`config.mk`:
```
export PLATFORM = sky130hd
export DESIGN_NAME = alien_hit_detector_flat
export DESIGN_NICKNAME = d
export VERILOG_FILES = /design/src/rtl/invaders_pkg.sv /design/src/rtl/alien_hit_detector_if.sv /design/src/rtl/alien_hit_detector_priority_pick.sv /design/src/rtl/alien_hit_detector.sv /design/src/flat_wrapper.sv
export SDC_FILE = /design/constraint.sdc
export NUM_CORES = 1
export LEC_CHECK = 0
export BUFFER_PORTS_ARGS = -buffer_cell sky130_fd_sc_hd__buf_2
export CAP_MARGIN = 10
export CELL_PAD_IN_SITES_DETAIL_PLACEMENT = 0
export CELL_PAD_IN_SITES_GLOBAL_PLACEMENT = 1
export CORE_ASPECT_RATIO = 1.25
export CORE_MARGIN = 2
export CORE_UTILIZATION = 40
export CTS_CLUSTER_SIZE = 16
export DETAILED_ROUTE_END_ITERATION = 6
export GPL_TIMING_DRIVEN = 1
export MAX_ROUTING_LAYER = met4
export PLACE_DENSITY = 0.77
export SLEW_MARGIN = 20
export SYNTH_ARGS = -nofsm -noshare
export SYNTH_HDL_FRONTEND = slang
export SYNTH_SLANG_ARGS = --single-unit
```
`constraint.sdc`:
```
create_clock -name clk -period 3.2 [get_ports clk]
set_input_delay 0.48 -clock clk [delete_from_list [all_inputs] [get_ports clk]]
set_output_delay 0.48 -clock clk [all_outputs]
set_load 0.02 [all_outputs]
```
`src/rtl/invaders_pkg.sv`:
```
// Shared types and defaults for the alien hit detector.
package invaders_pkg;

   typedef enum logic [1:0] {
      ST_SCAN   = 2'd0,
      ST_REPORT = 2'd1,
      ST_CLEAR  = 2'd2
   } state_t;

   localparam int HIT_POINTS_DEFAULT    = 10;
   localparam int FRAME_END_ROW_DEFAULT = 480;
   localparam int ID_W                  = 3;

   // Score accumulation clamps at the top of the 16-bit range.
   function automatic logic [15:0] sat_add16(input logic [15:0] a, input logic [15:0] b);
      logic [16:0] sum;
      sum = {1'b0, a} + {1'b0, b};
      return sum[16] ? 16'hFFFF : sum[15:0];
   endfunction

endpackage

```
`src/rtl/alien_hit_detector_if.sv`:
```
// Kill-report handshake. hit_valid with stable ids is held by the master until
// the consumer raises hit_ack; the report transfers on the clock edge where both
// are high. hit_ack while hit_valid is low has no effect.
interface alien_hit_detector_if;
   import invaders_pkg::*;

   logic            hit_valid;
   logic [ID_W-1:0] hit_missle_id;
   logic [ID_W-1:0] hit_alien_id;
   logic            hit_ack;

   modport master (output hit_valid, output hit_missle_id, output hit_alien_id, input hit_ack);
   modport slave  (input hit_valid, input hit_missle_id, input hit_alien_id, output hit_ack);

endinterface

```
`src/rtl/alien_hit_detector_priority_pick.sv`:
```
// Lowest-set-bit finder used to choose which alien a missile is credited with.
module priority_pick #(
   parameter int N  = 8,
   parameter int IW = 3
) (
   input  logic [N-1:0]  vec,
   output logic          found,
   output logic [IW-1:0] idx
);

   // Scan from the top down so the last write wins with the lowest index.
   always_comb begin
      found = 1'b0;
      idx   = '0;
      for (int i = N - 1; i >= 0; i--) begin
         if (vec[i]) begin
            found = 1'b1;
            idx   = IW'(i);
         end
      end
   end

endmodule

```
`src/rtl/alien_hit_detector.sv`:
```
// Collects missile/alien sprite overlaps during the visible frame, then reports
// one kill per missile during blanking, retiring missiles and killing aliens.
module alien_hit_detector
   import invaders_pkg::*;
#(
   parameter int NUM_MISSLES   = 8,
   parameter int NUM_ALIENS    = 8,
   parameter int FRAME_END_ROW = FRAME_END_ROW_DEFAULT,
   parameter int HIT_POINTS    = HIT_POINTS_DEFAULT
) (
   input  logic                   clk,
   input  logic                   rst,
   input  logic [11:0]            pixel_row,
   input  logic [11:0]            pixel_column,
   input  logic [NUM_MISSLES-1:0] missle_active,
   input  logic [NUM_ALIENS-1:0]  alien_active,
   alien_hit_detector_if.master   hit_if,
   output logic [NUM_MISSLES-1:0] missle_retire,
   output logic [NUM_ALIENS-1:0]  alien_alive,
   output logic [15:0]            score,
   output logic                   fleet_cleared,
   output state_t                 state_dbg
);

   localparam int MW = (NUM_MISSLES > 1) ? $clog2(NUM_MISSLES) : 1;
   localparam int AW = (NUM_ALIENS > 1) ? $clog2(NUM_ALIENS) : 1;

   state_t                                 state_q, state_d;
   logic [NUM_MISSLES-1:0][NUM_ALIENS-1:0] hit_q, hit_d;
   logic [MW-1:0]                          m_q, m_d;
   logic                                   hit_valid_q, hit_valid_d;
   logic [ID_W-1:0]                        missle_id_q, missle_id_d;
   logic [ID_W-1:0]                        alien_id_q, alien_id_d;
   logic [NUM_MISSLES-1:0]                 retire_q, retire_d;
   logic [NUM_ALIENS-1:0]                  alive_q, alive_d;
   logic [15:0]                            score_q, score_d;

   logic                                   pick_found;
   logic [AW-1:0]                          pick_idx;
   logic                                   advance;

   // Candidate aliens for the current missile: its hits that are still alive.
   priority_pick #(.N(NUM_ALIENS), .IW(AW)) u_pick (
      .vec   (hit_q[m_q] & alive_q),
      .found (pick_found),
      .idx   (pick_idx)
   );

   // Next-state and datapath: accumulate hits, walk missiles, apply accepted kills.
   always_comb begin
      state_d     = state_q;
      hit_d       = hit_q;
      m_d         = m_q;
      hit_valid_d = hit_valid_q;
      missle_id_d = missle_id_q;
      alien_id_d  = alien_id_q;
      retire_d    = '0;
      alive_d     = alive_q;
      score_d     = score_q;
      advance     = 1'b0;

      case (state_q)
         ST_SCAN: begin
            for (int m = 0; m < NUM_MISSLES; m++) begin
               for (int a = 0; a < NUM_ALIENS; a++) begin
                  if (missle_active[m] && alien_active[a] && alive_q[a]) begin
                     hit_d[m][a] = 1'b1;
                  end
               end
            end
            if (pixel_row == 12'(FRAME_END_ROW) && pixel_column == 12'd0) begin
               state_d = ST_REPORT;
               m_d     = '0;
            end
         end

         ST_REPORT: begin
            if (hit_valid_q) begin
               // Holding a report; only the consumer's ack moves things on.
               if (hit_if.hit_ack) begin
                  alive_d[alien_id_q] = 1'b0;
                  score_d             = sat_add16(score_q, 16'(HIT_POINTS));
                  retire_d[m_q]       = 1'b1;
                  hit_valid_d         = 1'b0;
                  advance             = 1'b1;
               end
            end else if (pick_found) begin
               hit_valid_d = 1'b1;
               missle_id_d = ID_W'(m_q);
               alien_id_d  = ID_W'(pick_idx);
            end else begin
               advance = 1'b1;
            end

            if (advance) begin
               if (m_q == MW'(NUM_MISSLES - 1)) begin
                  state_d = ST_CLEAR;
                  m_d     = '0;
               end else begin
                  m_d = m_q + 1'b1;
               end
            end
         end

         ST_CLEAR: begin
            hit_d   = '0;
            m_d     = '0;
            state_d = ST_SCAN;
         end

         default: begin
            state_d = ST_SCAN;
         end
      endcase
   end

   // State and datapath registers; reset abandons any pending report.
   always_ff @(posedge clk or posedge rst) begin
      if (rst) begin
         state_q     <= ST_SCAN;
         hit_q       <= '0;
         m_q         <= '0;
         hit_valid_q <= 1'b0;
         missle_id_q <= '0;
         alien_id_q  <= '0;
         retire_q    <= '0;
         alive_q     <= '1;
         score_q     <= '0;
      end else begin
         state_q     <= state_d;
         hit_q       <= hit_d;
         m_q         <= m_d;
         hit_valid_q <= hit_valid_d;
         missle_id_q <= missle_id_d;
         alien_id_q  <= alien_id_d;
         retire_q    <= retire_d;
         alive_q     <= alive_d;
         score_q     <= score_d;
      end
   end

   assign hit_if.hit_valid     = hit_valid_q;
   assign hit_if.hit_missle_id = missle_id_q;
   assign hit_if.hit_alien_id  = alien_id_q;
   assign missle_retire        = retire_q;
   assign alien_alive          = alive_q;
   assign score                = score_q;
   assign fleet_cleared        = ~|alive_q;
   assign state_dbg            = state_q;

endmodule

```
`src/flat_wrapper.sv`:
```
// flat-port wrapper written by rule: the top's interface ports become plain ports
module alien_hit_detector_flat import invaders_pkg::*;
#(
   parameter int NUM_MISSLES   = 8,
   parameter int NUM_ALIENS    = 8,
   parameter int FRAME_END_ROW = FRAME_END_ROW_DEFAULT,
   parameter int HIT_POINTS    = HIT_POINTS_DEFAULT
)
  (clk, rst, pixel_row, pixel_column, missle_active, alien_active, missle_retire, alien_alive, score, fleet_cleared, state_dbg, hit_if_hit_valid, hit_if_hit_missle_id, hit_if_hit_alien_id, hit_if_hit_ack);
  alien_hit_detector_if hit_if_i ();
  input  logic clk;
  input  logic rst;
  input  logic [11:0] pixel_row;
  input  logic [11:0] pixel_column;
  input  logic [NUM_MISSLES-1:0] missle_active;
  input  logic [NUM_ALIENS-1:0] alien_active;
  output logic [NUM_MISSLES-1:0] missle_retire;
  output logic [NUM_ALIENS-1:0] alien_alive;
  output logic [15:0] score;
  output logic fleet_cleared;
  output state_t state_dbg;
  output wire logic [$bits(hit_if_i.hit_valid)-1:0] hit_if_hit_valid;
  output wire logic [$bits(hit_if_i.hit_missle_id)-1:0] hit_if_hit_missle_id;
  output wire logic [$bits(hit_if_i.hit_alien_id)-1:0] hit_if_hit_alien_id;
  input wire logic [$bits(hit_if_i.hit_ack)-1:0] hit_if_hit_ack;
  assign hit_if_hit_valid = hit_if_i.hit_valid;
  assign hit_if_hit_missle_id = hit_if_i.hit_missle_id;
  assign hit_if_hit_alien_id = hit_if_i.hit_alien_id;
  assign hit_if_i.hit_ack = hit_if_hit_ack;
  alien_hit_detector #(.NUM_MISSLES(NUM_MISSLES), .NUM_ALIENS(NUM_ALIENS), .FRAME_END_ROW(FRAME_END_ROW), .HIT_POINTS(HIT_POINTS)) u_core (.clk(clk), .rst(rst), .pixel_row(pixel_row), .pixel_column(pixel_column), .missle_active(missle_active), .alien_active(alien_active), .hit_if(hit_if_i), .missle_retire(missle_retire), .alien_alive(alien_alive), .score(score), .fleet_cleared(fleet_cleared), .state_dbg(state_dbg));
endmodule
```
# Yosys cells after proc, flatten, opt, wreduce, memory -nomap -nowiden
# Cells that the tools add are included.
# W data, S select, Z words.
[totals] reg_bits=108 input_bits=43 output_inout_bits=42 wordCells=464
[classes] add_sub_neg=2 order_cmp=4 eq_ne=71 muxes=106 bitwise_logic=4 reduce_logical=205
[ops] cell="$ne A2 B1 Y1 const B" count=67
[ops] cell="$logic_and A1 B1 Y1" count=131
[ops] cell="$pmux W64 S2" count=1
[ops] cell="$reduce_and A2 Y1" count=64
[ops] cell="$mux W1" count=81
[ops] cell="$mux W3" count=11
[ops] cell="$mux W8" count=4
[ops] cell="$bmux W8 S3" count=1
[ops] cell="$add A16 B4 Y17 const B" count=1
[ops] cell="$and A8 B8 Y8" count=2
[ops] cell="$mux W16" count=1
[ops] cell="$eq A12 B9 Y1 const B" count=1
[ops] cell="$logic_not A12 Y1" count=1
[ops] cell="$reduce_and A3 Y1" count=4
[ops] cell="$pmux W3 S3" count=1
[ops] cell="$lt A3 B4 Y1 const B" count=2
[ops] cell="$not A8 Y8" count=1
[ops] cell="$reduce_or A8 Y1" count=1
[ops] cell="$demux W1 S3" count=2
[ops] cell="$ge A3 B1 Y1 const B" count=2
[ops] cell="$mux W2" count=3
[ops] cell="$pmux W2 S2" count=1
[ops] cell="$add A3 B1 Y3 const B" count=1
[ops] cell="$eq A3 B3 Y1 const B" count=1
[ops] cell="7 further kinds" count=7

# Depth between registers and ports, before layout
# Gate-level depths: netlist of the first run.
[logic_depth] word_depth=16 ltp_mapped=10 ltp_nobuf=6

# Hierarchy
# A second synthesis of the first run with hierarchy kept.
[hier_totals] cells_unflattened=418 area_unflattened_um2=4973.5
[modules_own_cells] module="alien_hit_detector" instances=1 cells_each=405 area_per_inst_um2=4893.4 seq_area_each_um2=2712.6
[modules_own_cells] module="priority_pick" instances=1 cells_each=13 area_per_inst_um2=80.1 seq_area_each_um2=0.0

# Least setup slack after synthesis of the first run
# No wires, ideal clock.
[synth_path] path_kind="reg-to-reg" from="register u_core.m_q[0]" to="register u_core.missle_id_q[0] (netlist: u_core.hit_if.hit_missle_id[0])" setup_ps=125 arrival_time_ps=2438 required_time_ps=3075 setup_slack_ps=637 path_stages_with_launch=9 n_path_buf=3 synth_period_minus_slack_ps=2563 cell_sequence="dfrtp_1 > buf_6 > buf_6 > mux2_1 > mux4_2 > o2bb2ai_2 > o41ai_4 > buf_6 > mux2_4"
[synth_between] elab_chain_cells=12
[synth_lines] element="start, declared" line_no="alien_hit_detector.sv:30" text="logic [MW-1:0] m_q, m_d;"
[synth_lines] element="start signal, assigned" line_no="alien_hit_detector.sv:132" text="m_q <= m_d;"
[synth_lines] element="$bmux W8 S3" line_no="alien_hit_detector.sv:44" text=".vec (hit_q[m_q] & alive_q),"
[synth_lines] element="$mux W8 (implied by the code)" line_no="alien_hit_detector.sv:44"
[synth_lines] element="$and A8 B8 Y8" line_no="alien_hit_detector.sv:44"
[synth_lines] element="$mux W1 (8 in a row)" line_no="alien_hit_detector_priority_pick.sv:16" text="if (vec[i]) begin"
[synth_lines] element="$reduce_and A3 Y1 (no source line)"
[synth_lines] element="end signal, assigned" line_no="alien_hit_detector.sv:134" text="missle_id_q <= missle_id_d;"
[synth_lines] element="end, declared" line_no="alien_hit_detector.sv:32" text="logic [ID_W-1:0] missle_id_q, missle_id_d;"
# Several ways; a longest one is shown, not always the timed one. The select of a mux whose other input is x is not followed.
# A chain may end at the register's enable or synchronous reset.

# Worst setup path in the final report of the first run
[layout_path] from="register u_core.m_q[0]" to="register u_core.m_q[1]"
[layout_between] elab_chain_cells=16 word_cells_on_any_way=21 classes_between="add/sub: 1; eq/ne: 2; mux: 16; bitwise: 1; reduce/logical: 1"
[layout_lines] element="$bmux W8 S3" line_no="alien_hit_detector.sv:44"
[layout_lines] element="$mux W8 (implied by the code)" line_no="alien_hit_detector.sv:44"
[layout_lines] element="$and A8 B8 Y8" line_no="alien_hit_detector.sv:44"
[layout_lines] element="$mux W1 (8 in a row)" line_no="alien_hit_detector_priority_pick.sv:16"
[layout_lines] element="$mux W1" line_no="alien_hit_detector.sv:87" text="end else if (pick_found) begin"
[layout_lines] element="$mux W1" line_no="alien_hit_detector.sv:78" text="if (hit_valid_q) begin"
[layout_lines] element="$mux W1" line_no="alien_hit_detector.sv:62" text="case (state_q)"
[layout_lines] element="$ne A2 B1 Y1 (no source line)"
[layout_lines] element="$reduce_and A3 Y1 (no source line)"
# Several ways; a longest one is shown, not always the timed one. The select of a mux whose other input is x is not followed.

==> results of run 1 <==
## path summary, 6_finish.rpt
kind	from	end	slack, ps
max in group asynchronous	rst	u_core.hit_q[11]$_DFFE_PP0P_	2110
hold reg to reg	u_core.score[0]$_DFFE_PP0P_	u_core.score[0]$_DFFE_PP0P_	470
setup / recovery	u_core.m_q[0]$_DFFE_PP0P_	u_core.m_q[1]$_DFFE_PP0P_	440
setup reg to reg	u_core.m_q[0]$_DFFE_PP0P_	u_core.m_q[1]$_DFFE_PP0P_	440
hold / removal	rst	u_core.hit_q[62]$_DFFE_PP0P_	260
min in group clk	hit_if_hit_ack	u_core.hit_if.hit_valid$_DFFE_PP0P_	420
## final cells by class
cell class / count / area, µm²
clock buffer: 12 / 256.5
clock inverter: 4 / 47.55
fill: 1091 / 6311
inverter: 11 / 45.04
multi-input combinational: 256 / 2026
sequential: 108 / 2714
tap: 164 / 205.2
timing repair buffer: 93 / 500.5
## synthesized netlist by cell type (all sizes together) (3+ instances only)
| cell | count | area share (%) |
|---|---|---|
| dfrtp | 100 | 51 |
| a22o | 67 | 12 |
| nand2 | 30 | 2.3 |
| mux2i | 28 | 5.7 |
| buf | 19 | 2.2 |
| nor2 | 18 | 1.4 |
| clkbuf | 14 | 1.1 |
| and3 | 12 | 1.5 |
| inv | 10 | 0.76 |
| nand3 | 9 | 0.91 |
| dfstp | 8 | 4.3 |
| mux4 | 8 | 3.6 |
| mux2 | 7 | 1.7 |
| nor3 | 7 | 0.71 |
| o21ai | 7 | 0.71 |
| xor2 | 6 | 1.1 |
| nand2b | 5 | 0.63 |
| xnor2 | 5 | 0.89 |
| nor4 | 4 | 0.51 |
| ha | 3 | 0.76 |
| nand4 | 3 | 0.38 |
| nor2b | 3 | 0.38 |
| o21a | 3 | 0.46 |
| o22ai | 3 | 0.38 |
| o31a | 3 | 0.53 |
## critical path, cell delays in order (launching register included)
cell and delay (ps):
dfrtp_2 550, buf_4 340, mux2i_1 140, mux4_2 510, o22ai_1 360, o41ai_4 140
buf_4 210, and3_1 200, a22o_1 190
## state kept, by name (all words and copies together), names as in the netlist
name and count:
u_core.hit_if.hit_valid 1, u_core.state_dbg 2, u_core.alien_alive 8, u_core.m_q 3, u_core.score 16, u_core.hit_if.hit_missle_id 3
u_core.hit_if.hit_alien_id 3, u_core.hit_q 64, u_core.missle_retire 8
## per-stage QoR
step	instance area (µm²)	total power, mW
2_1_floorplan	4941	3.457
3_3_place_gp	5490	3.930
3_5_place_dp	5490	3.979
4_1_cts	5794	5.125
5_1_grt	5794	5.416
6_report	5794	5.090
## cell usage in the layout (no fill, tap or decap), types with 5 or more instances in the layout
cell type / synthesis / routed
a22o_1: 67 / 67
nand3_1: 9 / 9
buf_4: 1 / 8
buf_2: 2 / 84
nor2_1: 18 / 18
dfrtp_1: 100 / 99
xor2_1: 6 / 6
o21ai_0: 7 / 7
mux4_2: 8 / 8
nand2_1: 29 / 29
mux2_2: 5 / 5
nor3_1: 7 / 7
and3_1: 12 / 12
mux2i_1: 28 / 28
dfstp_2: 8 / 8
clkbuf_16: 0 / 9
xnor2_1: 5 / 5
inv_1: 10 / 9
## layer usage
metal / part of all wire (%) / up-vias
met5: 0 / -
met2: 50 / 95
met1: 44 / 1861
li1: - / 1659
met3: 4.0 / 21
met4: 2.2 / 0
## cells by family (layout without fill, tap and decap cells)
| family | count (synthesis) | in the layout | share of synthesized area, % |
|---|---|---|---|
| DFF | 108 | 108 | 54.94 |
| and+or+nand+nor | 100 | 100 | 10.26 |
| AOI/OAI and AO/OA | 99 | 99 | 17.00 |
| buffers and inverters | 44 | 120 | 4.080 |
| muxes | 43 | 43 | 11.00 |
| xor gates and xnor gates | 11 | 11 | 1.951 |
| adders and majority gates | 3 | 3 | 0.7603 |
## where the power goes
part           internal [mW]  switching, mW
combinational          0.872           1.01
clock                  0.647          0.488
sequential              1.74          0.323
==> run metrics, run 1 <==
outcome finished clean; PwrDens 878.4 nW/µm²; Yosys cell types 51; Final Slew Violations 0; met2 Use GR 31.65%; clock slew at reported path FFs 70 ps; critical path class reg2reg; Max H-tree Level 3; Req. time, crit path 3440 ps; CTS Buf Count 9; Post-CTS Hold Fix Bufs 0; Die W 103.4 µm; Critical Path Sink Type flop; core box area 12110 µm²; Place WS 450.7 ps; Achievable Freq 361.9 MHz; peak fanout along the critical path 15; drt first pass iters 4; I/O Pins 85; sequential fraction of the synthesis area 54.94%; worst-margin pin slew 762.8 ps; Worst Hold Class in2async; leakage power 2.795 nW; MaxCap Viol Count 0; peak supply drop 0.0003449 V; global routing's busiest layer met2; layout cells sized above 1 28.31%; post-layout util 47.87%; vias in the first global route 3673; CP startpoint kind flop; Post-synth ARST share 100.0%; DR WL/cell 18.48 µm; hold_ws 259.1 ps; syn_area_per_cell 12.10 µm²; Via-to-Cell Ratio 5.611; Post-synth top flop dfrtp_1; port bufs 84; met1 usage 24.60%; CTS sink count 108; worst path arrival time 3000 ps; die area 13250 µm²; GR Util met3 3.817%; # diodes 0; post_cts resized 0; first-pass GRT wire length 19190 µm; Mapped Nets 454; clk buf depth 2; clock skew 9.217 ps; DP Wirelength 8375 µm; FF-to-FF path depth 8; CTS tree built; CTS root buf clkbuf_16; Final Worst Setup Slack 436.9 ps; drt initial violations 158; total congestion overflow 0; final hold violation count 0; RSZ-0062 raised after global routing false; GRT Total Usage 19.72%; pin count of the biggest net entering global routing 65; Layout area overhead 17.36%; DRC 0; clk_lat worst skew 350 ps; Seq cells post-synth 108; ANT nets after route 0; Layout Cells excl Fill 648; clock period minus final worst setup slack 2763 ps; GPL Wtd Cong 0.8395; Die Span Y 128.2 µm; Synth warnings 0; initial antenna violation count 0; setup TNS 0 ps; Nets 525; Initial Util 40.79%; Rows 45; final wirelength 11970 µm; Rel. slew slack 49.04%; placed cell count 632; routed via count 3636; Syn Inst Count 408; Final period util 86.35%; Post-CTS Setup Inserts 0; Final setup viols 0; number of flops mapped to enable cells by yosys 0; Post-Syn Area 4937 µm²
No activity file was read; power rests on OpenSTA's default activity.
==> run 2, diff against run 1 <==
Settings changed: CORE_UTILIZATION 40 to 42, CTS_BUF_LIST set to sky130_fd_sc_hd__clkbuf_4, PLACE_DENSITY 0.77 to 0.8.
==> run 2 against run 1 <==
Effect of this change:
- critical path depth down 2
- register-to-register slack got worse by 90 ps
- worst setup slack worse by 89 ps
- utilization is 0.64 points higher
- clock skew up 1.6 ps
- non-clock buffer count decreased by 1
- sequential cell count unchanged
- total power down 7.9%
- final cell count fell by 4.2%
- routed wire length decreased by 2.0%
==> run metrics, run 2 (synthesis results as in run 1) <==
most frequent cells in the layout 99 x dfrtp_1, 84 x buf_2, 67 x a22o_1; reg2reg start u_core.m_q[0]$_DFFE_PP0P_; final instance area 5608 µm²; Final setup viols 0; clk buf depth 2; MaxCap Viol Count 0; DP Wirelength 8405 µm; # diodes 0; most common cell after layout, fill and taps aside dfrtp_1; core box area 11560 µm²; RSZ-0062 raised after global routing false; DRC 0; Biggest register u_core.hit_q; post-layout util 48.51%; worst reg2reg path endpoint u_core.m_q[2]$_DFFE_PP0P_; drt first pass iters 4; max reg flops 64; hold_ws 97.34 ps; Worst Hold Class in2async; final wirelength 11740 µm; initial antenna violation count 0; Req. time, crit path 3600 ps; peak supply drop 0.0002781 V; Nets 524; worst-margin pin slew 721.8 ps; Rows 44; GRT Total Usage 20.40%; Die Span Y 125.2 µm; routed via count 3566; Max H-tree Level 3; outcome finished clean; clock period minus final worst setup slack 2852 ps; Layout Cells excl Fill 621; GPL Wtd Cong 0.8039; Int Power 2.921 mW; post_cts resized 0; drt initial violations 186; vias in the first global route 3714; clk_lat worst skew 460 ps; setup TNS 0 ps; Post-CTS Hold Fix Bufs 0; leakage power 2.725 nW; Combinational Power Share 39.4%; Initial Util 42.71%; pin count of the biggest net entering global routing 55; FF-to-FF path depth 6; Critical Path Sink Type flop; ANT nets after route 0; DR WL/cell 18.90 µm; total power 4.688 mW; Rel. slew slack 51.72%; clock network power share 16.2%; worst path arrival time 3260 ps; CP startpoint kind flop; Place WS 381.6 ps; total congestion overflow 0; fill count 1069; layout cells sized above 1 28.16%; Final Slew Violations 0; Via-to-Cell Ratio 5.742; Post-DP Area 5450 µm²; switching share of power 37.69%; PwrDens 836.0 nW/µm²; clock skew 10.81 ps; I/O Pins 85; placed cell count 605; port bufs 84; critical path class reg2reg; CTS root buf clkbuf_4; die area 12640 µm²; Net Switching 1.767 mW; Seq pwr share 44.4%; r2r setup slk 350 ps; Achievable Freq 350.6 MHz; Die W 101.0 µm; CTS sink count 108; Layout area overhead 13.58%; Post-CTS Setup Inserts 0; first-pass GRT wire length 19540 µm; final hold violation count 0; peak fanout along the critical path 16; clock slew at reported path FFs 150 ps; CTS tree built; Final period util 89.14%; CTS Buf Count 9; Final Worst Setup Slack 347.6 ps
run 2: area by class of cell:
class	count	area, µm²	share of cell area (%)
Clock inverter	7	90.09	1.606
Timing Repair Buffer	92	493.0	8.791
Multi-Input combinational cell	256	2026	36.12
Inverter	11	45.04	0.8032
Tap cell	138	172.7	3.079
Clock buffer	9	67.56	1.205
Sequential cell	108	2714	48.39
run 2: per-layer routing:
metal,share of wire (%),up-vias,wire length [µm],GRT usage [%]
met5,0,-,0,-
met4,1.7,0,194,7.075
met3,4.5,14,531,2.404
met2,51,90,6005,33.18
met1,43,1807,5004,26.42
li1,-,1655,-,-
run 2: worst max-delay path by stage:
stage | startpoint | endpoint | slack (ps) | depth (start not counted)
3_5_place_dp | u_core.m_q[0]$_DFFE_PP0P_ | u_core.m_q[2]$_DFFE_PP0P_ | 380 | 6
2_1_floorplan | u_core.m_q[0]$_DFFE_PP0P_ | u_core.hit_if.hit_missle_id[0]$_DFFE_PP0P_ | 640 | 8
4_1_cts | u_core.m_q[0]$_DFFE_PP0P_ | u_core.m_q[2]$_DFFE_PP0P_ | 340 | 6
6_report | u_core.m_q[0]$_DFFE_PP0P_ | u_core.m_q[2]$_DFFE_PP0P_ | 350 | 6
5_1_grt | u_core.m_q[0]$_DFFE_PP0P_ | u_core.m_q[2]$_DFFE_PP0P_ | 170 | 7
3_3_place_gp | u_core.m_q[0]$_DFFE_PP0P_ | u_core.hit_if.hit_alien_id[1]$_DFFE_PP0P_ | 450 | 5
run 2: worst max-delay path, stage by stage (launching register included):
cell and delay [ps]:
dfrtp_2 590, mux2_2 380, mux4_2 480, o2bb2ai_2 170, o41ai_4 710, and3_1 320
a22o_1 150
run 2: power by group through the flow:
stage | logic [mW] | registers, mW | clock network, mW
after global placement | 1.81 | 2.10 | 0
after floorplan | 1.33 | 2.13 | 0
final | 1.85 | 2.08 | 0.760
after detailed placement | 1.86 | 2.11 | 0
after global routing | 2.02 | 2.14 | 0.836
after CTS | 1.87 | 2.08 | 0.772
==> run 3, diff against run 2 <==
Settings changed: CORE_UTILIZATION 42 to 35, PLACE_DENSITY 0.8 to 0.69.
==> run 3 against run 2 <==
Effect of this change:
- sequential power about the same
- clock power down 14%
- first-iteration DRC count grew 11%
- final cell count grew 6.0%
- worst hold slack better by 43 ps
- critical path depth up 1
- sequential cell count is the same
- non-clock buffer count stayed put
- combinational power is essentially flat
- worst setup slack worse by 19 ps
- sequential share of layout area shrank 0.12 points
- critical endpoint is now u_core.m_q[1]$_DFFE_PP0P_
- largest cell class unchanged
- largest power group unchanged
- highest routed layer unchanged
==> run metrics, run 3 (synthesis results as in run 1) <==
CP max stage cell o41ai_4; Post-DP Area 5497 µm²; CTS sink count 108; Req. time, crit path 3600 ps; clock slew at reported path FFs 150 ps; vias in the first global route 3656; Seq pwr share 45.0%; first-pass GRT wire length 19910 µm; peak supply drop 0.0003091 V; Biggest register u_core.hit_q; Combinational Power Share 40.7%; worst-margin pin slew 800.0 ps; GPL Wtd Cong 0.8538; CP max stage delay 690 ps; initial antenna violation count 0; CP top delay family compound AO/OA/AOI/OAI gates; CTS root buf clkbuf_4; CTS Buf Count 9; FF-to-FF path depth 7; Layout area overhead 13.86%; Nets 524; Rel. slew slack 46.55%; reg2reg start u_core.m_q[0]$_DFFE_PP0P_; MaxCap Viol Count 0; port bufs 84; ANT nets after route 0; Max H-tree Level 3; most common cell after layout, fill and taps aside dfrtp_1; Worst Hold Class in2async; die area 15080 µm²; worst path arrival time 3270 ps; outcome finished clean; Die W 110.2 µm; CP startpoint kind flop; drt initial violations 207; RSZ-0062 raised after global routing false; Die Span Y 136.8 µm; Final setup viols 0; Final period util 89.74%; clock network power share 14.3%; most frequent cells in the layout 99 x dfrtp_1, 84 x buf_2, 67 x a22o_1; Critical Path Sink Type flop; switching share of power 38.08%; post_cts resized 0; setup TNS 0 ps; Achievable Freq 348.2 MHz; PwrDens 814.1 nW/µm²; Net Switching 1.743 mW; clock period minus final worst setup slack 2872 ps; max reg flops 64; Initial Util 35.74%; Rows 48; clk buf depth 2; final hold violation count 0; CTS tree built; critical path class reg2reg; # diodes 0; leakage power 2.708 nW; Final Slew Violations 0; peak fanout along the critical path 32; total congestion overflow 0; clk_lat worst skew 460 ps; final instance area 5622 µm²; Worst Path Buf+Inv 1; Post-CTS Hold Fix Bufs 0; clock skew 17.54 ps; final wirelength 12280 µm; pin count of the biggest net entering global routing 65; GRT Total Usage 18.01%; DRC 0; core box area 13810 µm²; r2r setup slk 330 ps; Via-to-Cell Ratio 5.438; Post-CTS Setup Inserts 0; DP Wirelength 8792 µm; worst reg2reg path endpoint u_core.m_q[1]$_DFFE_PP0P_; DR WL/cell 18.66 µm; Int Power 2.834 mW; routed via count 3578; I/O Pins 85; worst-path cell chain buf_4 > mux2i_1 > mux4_2 > o22ai_1 > o41ai_4 > and3_1 > a22o_1; drt first pass iters 4; layout cells sized above 1 27.54%
==> run 3: changes by cell type in the layout (fill, tap and decap cells not counted) <==
cell	before	now
bufinv_16	2	1
clkinv_1	2	5
clkinv_2	2	1
inv_6	1	0
==> run 3: worst max-delay path by stage <==
| stage | to | depth (start not counted) | slack [ps] | from |
|---|---|---|---|---|
| floorplan | u_core.hit_if.hit_missle_id[0]$_DFFE_PP0P_ | 8 | 640 | u_core.m_q[0]$_DFFE_PP0P_ |
| global placement | u_core.hit_if.hit_alien_id[1]$_DFFE_PP0P_ | 6 | 420 | u_core.m_q[0]$_DFFE_PP0P_ |
| detailed placement | u_core.hit_if.hit_alien_id[1]$_DFFE_PP0P_ | 6 | 360 | u_core.m_q[0]$_DFFE_PP0P_ |
| CTS | u_core.hit_if.hit_alien_id[1]$_DFFE_PP0P_ | 6 | 310 | u_core.m_q[0]$_DFFE_PP0P_ |
| global route | u_core.state_dbg[1]$_DFFE_PP0P_ | 7 | 150 | u_core.m_q[0]$_DFFE_PP0P_ |
| finish | u_core.m_q[1]$_DFFE_PP0P_ | 7 | 330 | u_core.m_q[0]$_DFFE_PP0P_ |
==> run 3: area by class of cell <==
type | instances | area, µm²
clock buffer | 9 | 67.56
clock inverter | 7 | 57.56
fill | 1335 | 8192
inverter | 11 | 45.04
multi-input combinational | 256 | 2026
sequential | 108 | 2714
tap | 175 | 219.0
timing repair buffer | 92 | 493.0
==> run 3: power by group through the flow <==
stage | clock [mW] | combinational, mW | sequential, mW
after CTS | 0.680 | 1.89 | 2.06
final | 0.653 | 1.86 | 2.06
after global placement | 0 | 1.85 | 2.09
after global routing | 0.738 | 2.06 | 2.11
after floorplan | 0 | 1.33 | 2.13
after detailed placement | 0 | 1.88 | 2.09
==> run 3: stage by stage <==
step | setup slack, ps | instances | util (%) | total power, mW | hold slack [ps]
detailed placement | 356.6 | 642 | 39.79 | 3.970 | 446.9
global route | 151.2 | 658 | 40.70 | 4.911 | 179.9
floorplan | 637.2 | 408 | - | 3.457 | 465.4
global placement | 418.7 | 642 | 39.79 | 3.940 | 444.2
CTS | 310.0 | 658 | 40.70 | 4.634 | 139.0
finish | 328.5 | 658 | 40.70 | 4.577 | 139.9
==> run 3: metal layers <==
| metal | share of wire, % | track usage [%] |
|---|---|---|
| met1 | 44 | 23.25 |
| met2 | 50 | 28.77 |
| met3 | 4.5 | 3.095 |
| met4 | 1.8 | 5.972 |
| met5 | 0 | - |
==> run 3: worst register-to-register path, delay by kind of cell, from the launching register on <==
kind,cells,cell delay (ps)
AO/OA/AOI/OAI,3,980
buffers and inverters,1,480
flip-flops,1,560
multiplexers,2,490
AND/OR/NAND/NOR,1,320
